--- config.mk ---
export PLATFORM = sky130hd
export DESIGN_NAME = alu_instr_decoder
export DESIGN_NICKNAME = d
export VERILOG_FILES = /design/src/rtl/alu_instr_decoder.sv
export SDC_FILE = /design/constraint.sdc
export NUM_CORES = 1
export LEC_CHECK = 0
export CORE_UTILIZATION = 57
export CTS_BUF_LIST = sky130_fd_sc_hd__clkbuf_4 sky130_fd_sc_hd__clkbuf_8
export DETAILED_ROUTE_END_ITERATION = 7
export GPL_TIMING_DRIVEN = 0
export PLACE_DENSITY = 0.83
export SYNTH_ARGS = -nofsm -noshare
export SYNTH_HDL_FRONTEND = slang
export SYNTH_SLANG_ARGS = --single-unit
--- constraint.sdc ---
create_clock -name Clk -period 4.5 [get_ports Clk]
set_input_delay 0.675 -clock Clk [delete_from_list [all_inputs] [get_ports Clk]]
set_output_delay 0.675 -clock Clk [all_outputs]
set_load 0.02 [all_outputs]
--- src/rtl/alu_instr_decoder.sv ---
// Instruction decoder front end: one/two-word instructions -> registered ALU control bundle, 1-cycle latency.
// Backpressure: InReady drops while the output is held (OutValid && !OutReady), during a load-use stall, and on Flush.
module alu_instr_decoder (
    input  logic        Clk,
    input  logic        Reset,
    input  logic [31:0] InWord,
    input  logic        InValid,
    output logic        InReady,
    input  logic        Flush,
    input  logic        OutReady,
    output logic        OutValid,
    output logic [1:0]  OpCode,
    output logic [1:0]  HardCode,
    output logic [2:0]  Branch,
    output logic [19:0] Immd,
    output logic        ImmdEnable,
    output logic        LdEnable,
    output logic        RdEnable,
    output logic        AddrEnable,
    output logic        NOP,
    output logic [4:0]  RsAddr,
    output logic [4:0]  RtAddr,
    output logic [4:0]  RdAddr
);

    typedef enum logic [1:0] {FETCH0, FETCH_IMM, STALL} state_t;

    typedef struct packed {
        logic [2:0]  branch;
        logic [1:0]  opcode;
        logic [1:0]  hardcode;
        logic        immd_en;
        logic        ld_en;
        logic        addr_en;
        logic        rd_en;
        logic [19:0] immd;
        logic [4:0]  rd;
        logic [4:0]  rs;
        logic [4:0]  rt;
        logic        nop;
    } bundle_t;

    // hdr keeps only the meaningful word0 bits: {word[31:21], word[14:0]}
    function automatic bundle_t decode(input logic [25:0] hdr, input logic [19:0] imm,
                                       input logic is_nop);
        bundle_t b;
        b.branch   = hdr[25:23];
        b.opcode   = hdr[22:21];
        b.hardcode = hdr[20:19];
        b.immd_en  = hdr[18];
        b.ld_en    = hdr[17];
        b.addr_en  = hdr[16];
        b.rd_en    = hdr[15];
        b.immd     = hdr[18] ? imm : 20'h0;
        b.rd       = hdr[14:10];
        b.rs       = hdr[9:5];
        b.rt       = hdr[4:0];
        b.nop      = is_nop;
        return b;
    endfunction

    state_t      state_q, state_d;
    logic [25:0] word0_q, word0_d;
    bundle_t     out_q, out_d;
    bundle_t     pend_q, pend_d;
    logic        out_vld_q, out_vld_d;
    logic        last_ld_vld_q, last_ld_vld_d;
    logic [4:0]  last_ld_rd_q, last_ld_rd_d;

    logic        out_free, accept, complete, hazard;
    logic [25:0] in_hdr, cur_hdr;
    logic [19:0] cur_imm;
    bundle_t     cur, bubble;

    always_comb begin
        out_free = !out_vld_q || OutReady;
        InReady  = !Flush && (state_q != STALL) && out_free;
        accept   = InValid && InReady;
        in_hdr   = {InWord[31:21], InWord[14:0]};
        cur_hdr  = (state_q == FETCH_IMM) ? word0_q : in_hdr;
        cur_imm  = (state_q == FETCH_IMM) ? InWord[19:0] : 20'h0;
        cur      = decode(cur_hdr, cur_imm, (state_q == FETCH0) && (InWord == 32'h0));
        complete = accept && ((state_q == FETCH_IMM) || !InWord[24]);
        // Rt is not a source operand when the second word carries an immediate
        hazard   = last_ld_vld_q &&
                   ((cur.rs == last_ld_rd_q) || (!cur.immd_en && (cur.rt == last_ld_rd_q)));
        bubble     = '0;
        bubble.nop = 1'b1;

        state_d       = state_q;
        word0_d       = word0_q;
        out_d         = out_q;
        pend_d        = pend_q;
        out_vld_d     = out_vld_q;
        last_ld_vld_d = last_ld_vld_q;
        last_ld_rd_d  = last_ld_rd_q;

        if (Flush) begin
            out_vld_d     = 1'b0;
            state_d       = FETCH0;
            last_ld_vld_d = 1'b0;
        end else begin
            if (out_vld_q && OutReady) begin
                out_vld_d = 1'b0;
            end
            case (state_q)
                FETCH0: begin
                    if (accept && InWord[24]) begin
                        word0_d = in_hdr;
                        state_d = FETCH_IMM;
                    end
                end
                FETCH_IMM: begin
                    if (accept) begin
                        state_d = FETCH0;
                    end
                end
                STALL: begin
                    if (out_vld_q && OutReady) begin
                        out_d         = pend_q;
                        out_vld_d     = 1'b1;
                        last_ld_vld_d = pend_q.ld_en;
                        last_ld_rd_d  = pend_q.rd;
                        state_d       = FETCH0;
                    end
                end
                default: state_d = FETCH0;
            endcase
            if (complete) begin
                out_vld_d = 1'b1;
                if (hazard) begin
                    out_d         = bubble;
                    pend_d        = cur;
                    state_d       = STALL;
                    last_ld_vld_d = 1'b0;
                end else begin
                    out_d         = cur;
                    last_ld_vld_d = cur.ld_en;
                    last_ld_rd_d  = cur.rd;
                end
            end
        end
    end

    always_ff @(posedge Clk or posedge Reset) begin
        if (Reset) begin
            state_q       <= FETCH0;
            word0_q       <= '0;
            out_q         <= '0;
            pend_q        <= '0;
            out_vld_q     <= 1'b0;
            last_ld_vld_q <= 1'b0;
            last_ld_rd_q  <= '0;
        end else begin
            state_q       <= state_d;
            word0_q       <= word0_d;
            out_q         <= out_d;
            pend_q        <= pend_d;
            out_vld_q     <= out_vld_d;
            last_ld_vld_q <= last_ld_vld_d;
            last_ld_rd_q  <= last_ld_rd_d;
        end
    end

    assign OutValid   = out_vld_q;
    assign Branch     = out_q.branch;
    assign OpCode     = out_q.opcode;
    assign HardCode   = out_q.hardcode;
    assign ImmdEnable = out_q.immd_en;
    assign LdEnable   = out_q.ld_en;
    assign AddrEnable = out_q.addr_en;
    assign RdEnable   = out_q.rd_en;
    assign Immd       = out_q.immd;
    assign RdAddr     = out_q.rd;
    assign RsAddr     = out_q.rs;
    assign RtAddr     = out_q.rt;
    assign NOP        = out_q.nop;

endmodule

==> results.json <==
{
  "vdd_drop_max_uv": 293,
  "synth_top_area_share": 0.538,
  "hpwl_um": 10900,
  "ys.flop_type": "dfrtp_1",
  "rows": 37,
  "finalInstanceArea_um2": 7520,
  "synth_fp_nets": 587,
  "cp-start-kind": "primary input",
  "dp.cells": 771,
  "io_buffers": 84,
  "syn_area_per_cell_um2": 10.9,
  "drtIter0Drc": 304,
  "ys_seq_elements": 129,
  "p_comb_frac": 0.230,
  "initial_core_util": 0.584,
  "die_x_um": 105,
  "insertion_delay_ns": 0.44,
  "intPower_mw": 2.40,
  "htree_levels": 4,
  "grt.total_usage": 0.305,
  "root_buffer": "clkbuf_8",
  "max_cap_viol_count": 0,
  "fin_crit_sh": 0.760,
  "synthDistinctLibCells": 45,
  "grt_max_degree": 69,
  "synth_edf_count": 0,
  "synthesis.area_um2": 6000,
  "diodes": 0,
  "cts_sinks": 129,
  "nets": 691,
  "cts_made_buffers": 17,
  "skew_ns": 0.00970,
  "finalWorstSetupSlack_ns": 1.08,
  "ant_nets": 0,
  "finalSetupViolCount": 0,
  "max_slew.worst_pin.slew_ns": 1.25,
  "first_pass_iters": 5,
  "dp_worst_setup_slack_ns": 0.778,
  "timing.slew.headroom": 0.164,
  "yosysWarningCount": 0,
  "dieArea_um2": 10900,
  "top_usage_layer": "met2",
  "coreArea_um2": 10300,
  "tns_ns": 0,
  "wirelength_um": 15700,
  "synthToLayoutAreaGrowth_pct": 25.2,
  "post_cts_resized": 0,
  "antenna_found_initial": 0,
  "rsz0062_at_grt": "false",
  "period_minus_slack_ns": 3.42,
  "arrival_ns": 3.78,
  "grt_pass1_vias": 4976,
  "status": "completed",
  "p_total_mw": 3.40,
  "path_max_fanout": 10,
  "vias": 4839,
  "met2_usage": 0.476,
  "worstPathRequired_ns": 4.86,
  "globalplace.congestion": 0.912,
  "hp-class": "register to register",
  "switchingPower_mw": 1.01,
  "grt_pass1_wl_um": 25600,
  "syn_inst": 550,
  "clkSlewWorstSetupHoldPaths_ns": 0.07,
  "synth.most_common_cell": "dfrtp_1",
  "maxSlewViolCount": 0,
  "ys_top_cells_by_count": "129 x dfrtp_1, 91 x nor2_1, 54 x nand2_1",
  "netSwitchingFraction": 0.295,
  "leakage_nw": 3.48,
  "met3_usage": 0.0655,
  "use_met1": 0.416,
  "synth_seq_area_share": 0.538,
  "synthArstFlopShare": 1.00,
  "p_clk_frac": 0.341,
  "netlist_top_cells_area": "dfrtp_1 54%, mux2_1 7.5%, a221oi_1 5.8%, nor2_1 5.7%, mux2_2 5.4%",
  "cts-hold-fix-buffers": 0,
  "postCtsSetupRepairBufs": 0,
  "drive_gt1_frac": 0.135,
  "pin_count": 86,
  "rrSetupSlack_ns": 1.29,
  "critPathKind": "primary input to register",
  "cts_buffer_depth": 2,
  "synth_top_area_cell": "dfrtp_1",
  "placedInstanceArea_um2": 7050,
  "report.final.hold_viol_count": 0,
  "crit_path_end_kind": "register",
  "p_seq_frac": 0.429,
  "routed_via_density": 6.03,
  "grt-ovfl-total": 0,
  "max_freq_mhz": 292,
  "drt-wirelength-per-cell_um": 19.5,
  "fin_cells": 803,
  "power_per_cell_area_nw_per_um2": 453,
  "cts_tree": "built",
  "die_y_um": 105,
  "drc": 0
}
-- path summary, 6_finish.rpt --
path,cells after the start,to,startpoint
min in group asynchronous,2,RtAddr[3]$_DFFE_PP0P_,Reset
max in group asynchronous,3,word0_q[21]$_DFFE_PP0P_,Reset
worst max-delay path,8,Immd[16]$_DFFE_PP0P_,OutReady
worst max register to register,7,Immd[16]$_DFFE_PP0P_,state_q[1]$_DFF_PP0_
worst min register to register,1,pend_q[3]$_DFFE_PP0P_,pend_q[3]$_DFFE_PP0P_
worst min-delay path,1,pend_q[3]$_DFFE_PP0P_,pend_q[3]$_DFFE_PP0P_
-- cell type report --
| class | count | area, um^2 |
|---|---|---|
| sequential | 129 | 3230 |
| buffer | 37 | 183 |
| fill | 738 | 2760 |
| multi-input combinational | 374 | 2560 |
| inverter | 10 | 42.5 |
| timing repair buffer | 85 | 868 |
| clock buffer | 19 | 262 |
| tap | 136 | 170 |
| clock inverter | 13 | 209 |
-- registers in the layout, summed over array words and instances (netlist names), 2 cells and up --
| register | cells |
|---|---|
| Branch | 3 |
| HardCode | 2 |
| Immd | 20 |
| OpCode | 2 |
| RdAddr | 5 |
| RsAddr | 5 |
| RtAddr | 5 |
| last_ld_rd_q | 5 |
| pend_q | 47 |
| state_q | 2 |
| word0_q | 26 |
-- power groups by stage --
stage	sequential, mW	clock (mW)	combinational, mW
final	1.46	1.16	0.784
after global routing	1.48	1.22	0.847
after CTS	1.46	1.17	0.788
after detailed placement	1.48	0	0.781
after global placement	1.47	0	0.761
after floorplan	1.58	0	0.326
-- cells by family (layout without fill, tap and decap cells) --
kind of cell,count (synthesis),in the layout,synth area share
and+or+nand+nor,193,193,0.145
DFF,129,129,0.538
muxes,77,77,0.143
buffers and inverters,47,164,0.0367
xor gates and xnor gates,2,2,0.00292
AOI/OAI and AO/OA,102,102,0.135
-- routing by layer --
| layer | up-vias | share of wire |
|---|---|---|
| met1 | 2407 | 0.43 |
| li1 | 2188 | - |
| met2 | 215 | 0.48 |
| met3 | 29 | 0.062 |
| met4 | 0 | 0.023 |
| met5 | - | 0 |
-- metrics by stage --
stage          hold slack (ns)  utilization
6_report                 0.491        0.732
5_1_grt                  0.509        0.732
4_1_cts                  0.490        0.732
3_5_place_dp             0.474        0.686
3_3_place_gp             0.464        0.683
2_1_floorplan            0.449            -
-- cells in the final DEF (no fill, tap or decap), types with 4 or more instances in the layout --
master             n
nor2b_1            8
inv_1              9
clkbuf_1          26
mux2_1            40
o22ai_1            8
buf_6              4
nand2_1           54
o221a_2            5
mux2i_1            8
clkbuf_8          19
clkdlybuf4s50_1   84
bufinv_16          5
a21oi_1           10
nor4_1             8
o31ai_1            7
dfrtp_1          129
a221oi_1          40
nor2_1            91
o21ai_0           13
mux2_2            29
and3_1            18
buf_2              5
-- critical path, stage by stage --
cell and delay, ns:
clkdlybuf4s50_1 0.50, nor2b_1 0.07, nor3_2 0.37, nand3_2 0.37, a21oi_1 1.08, clkbuf_1 0.50, nor2_1 0.10, nor2_1 0.12
Note: power is estimated with default switching activity, not from simulation.
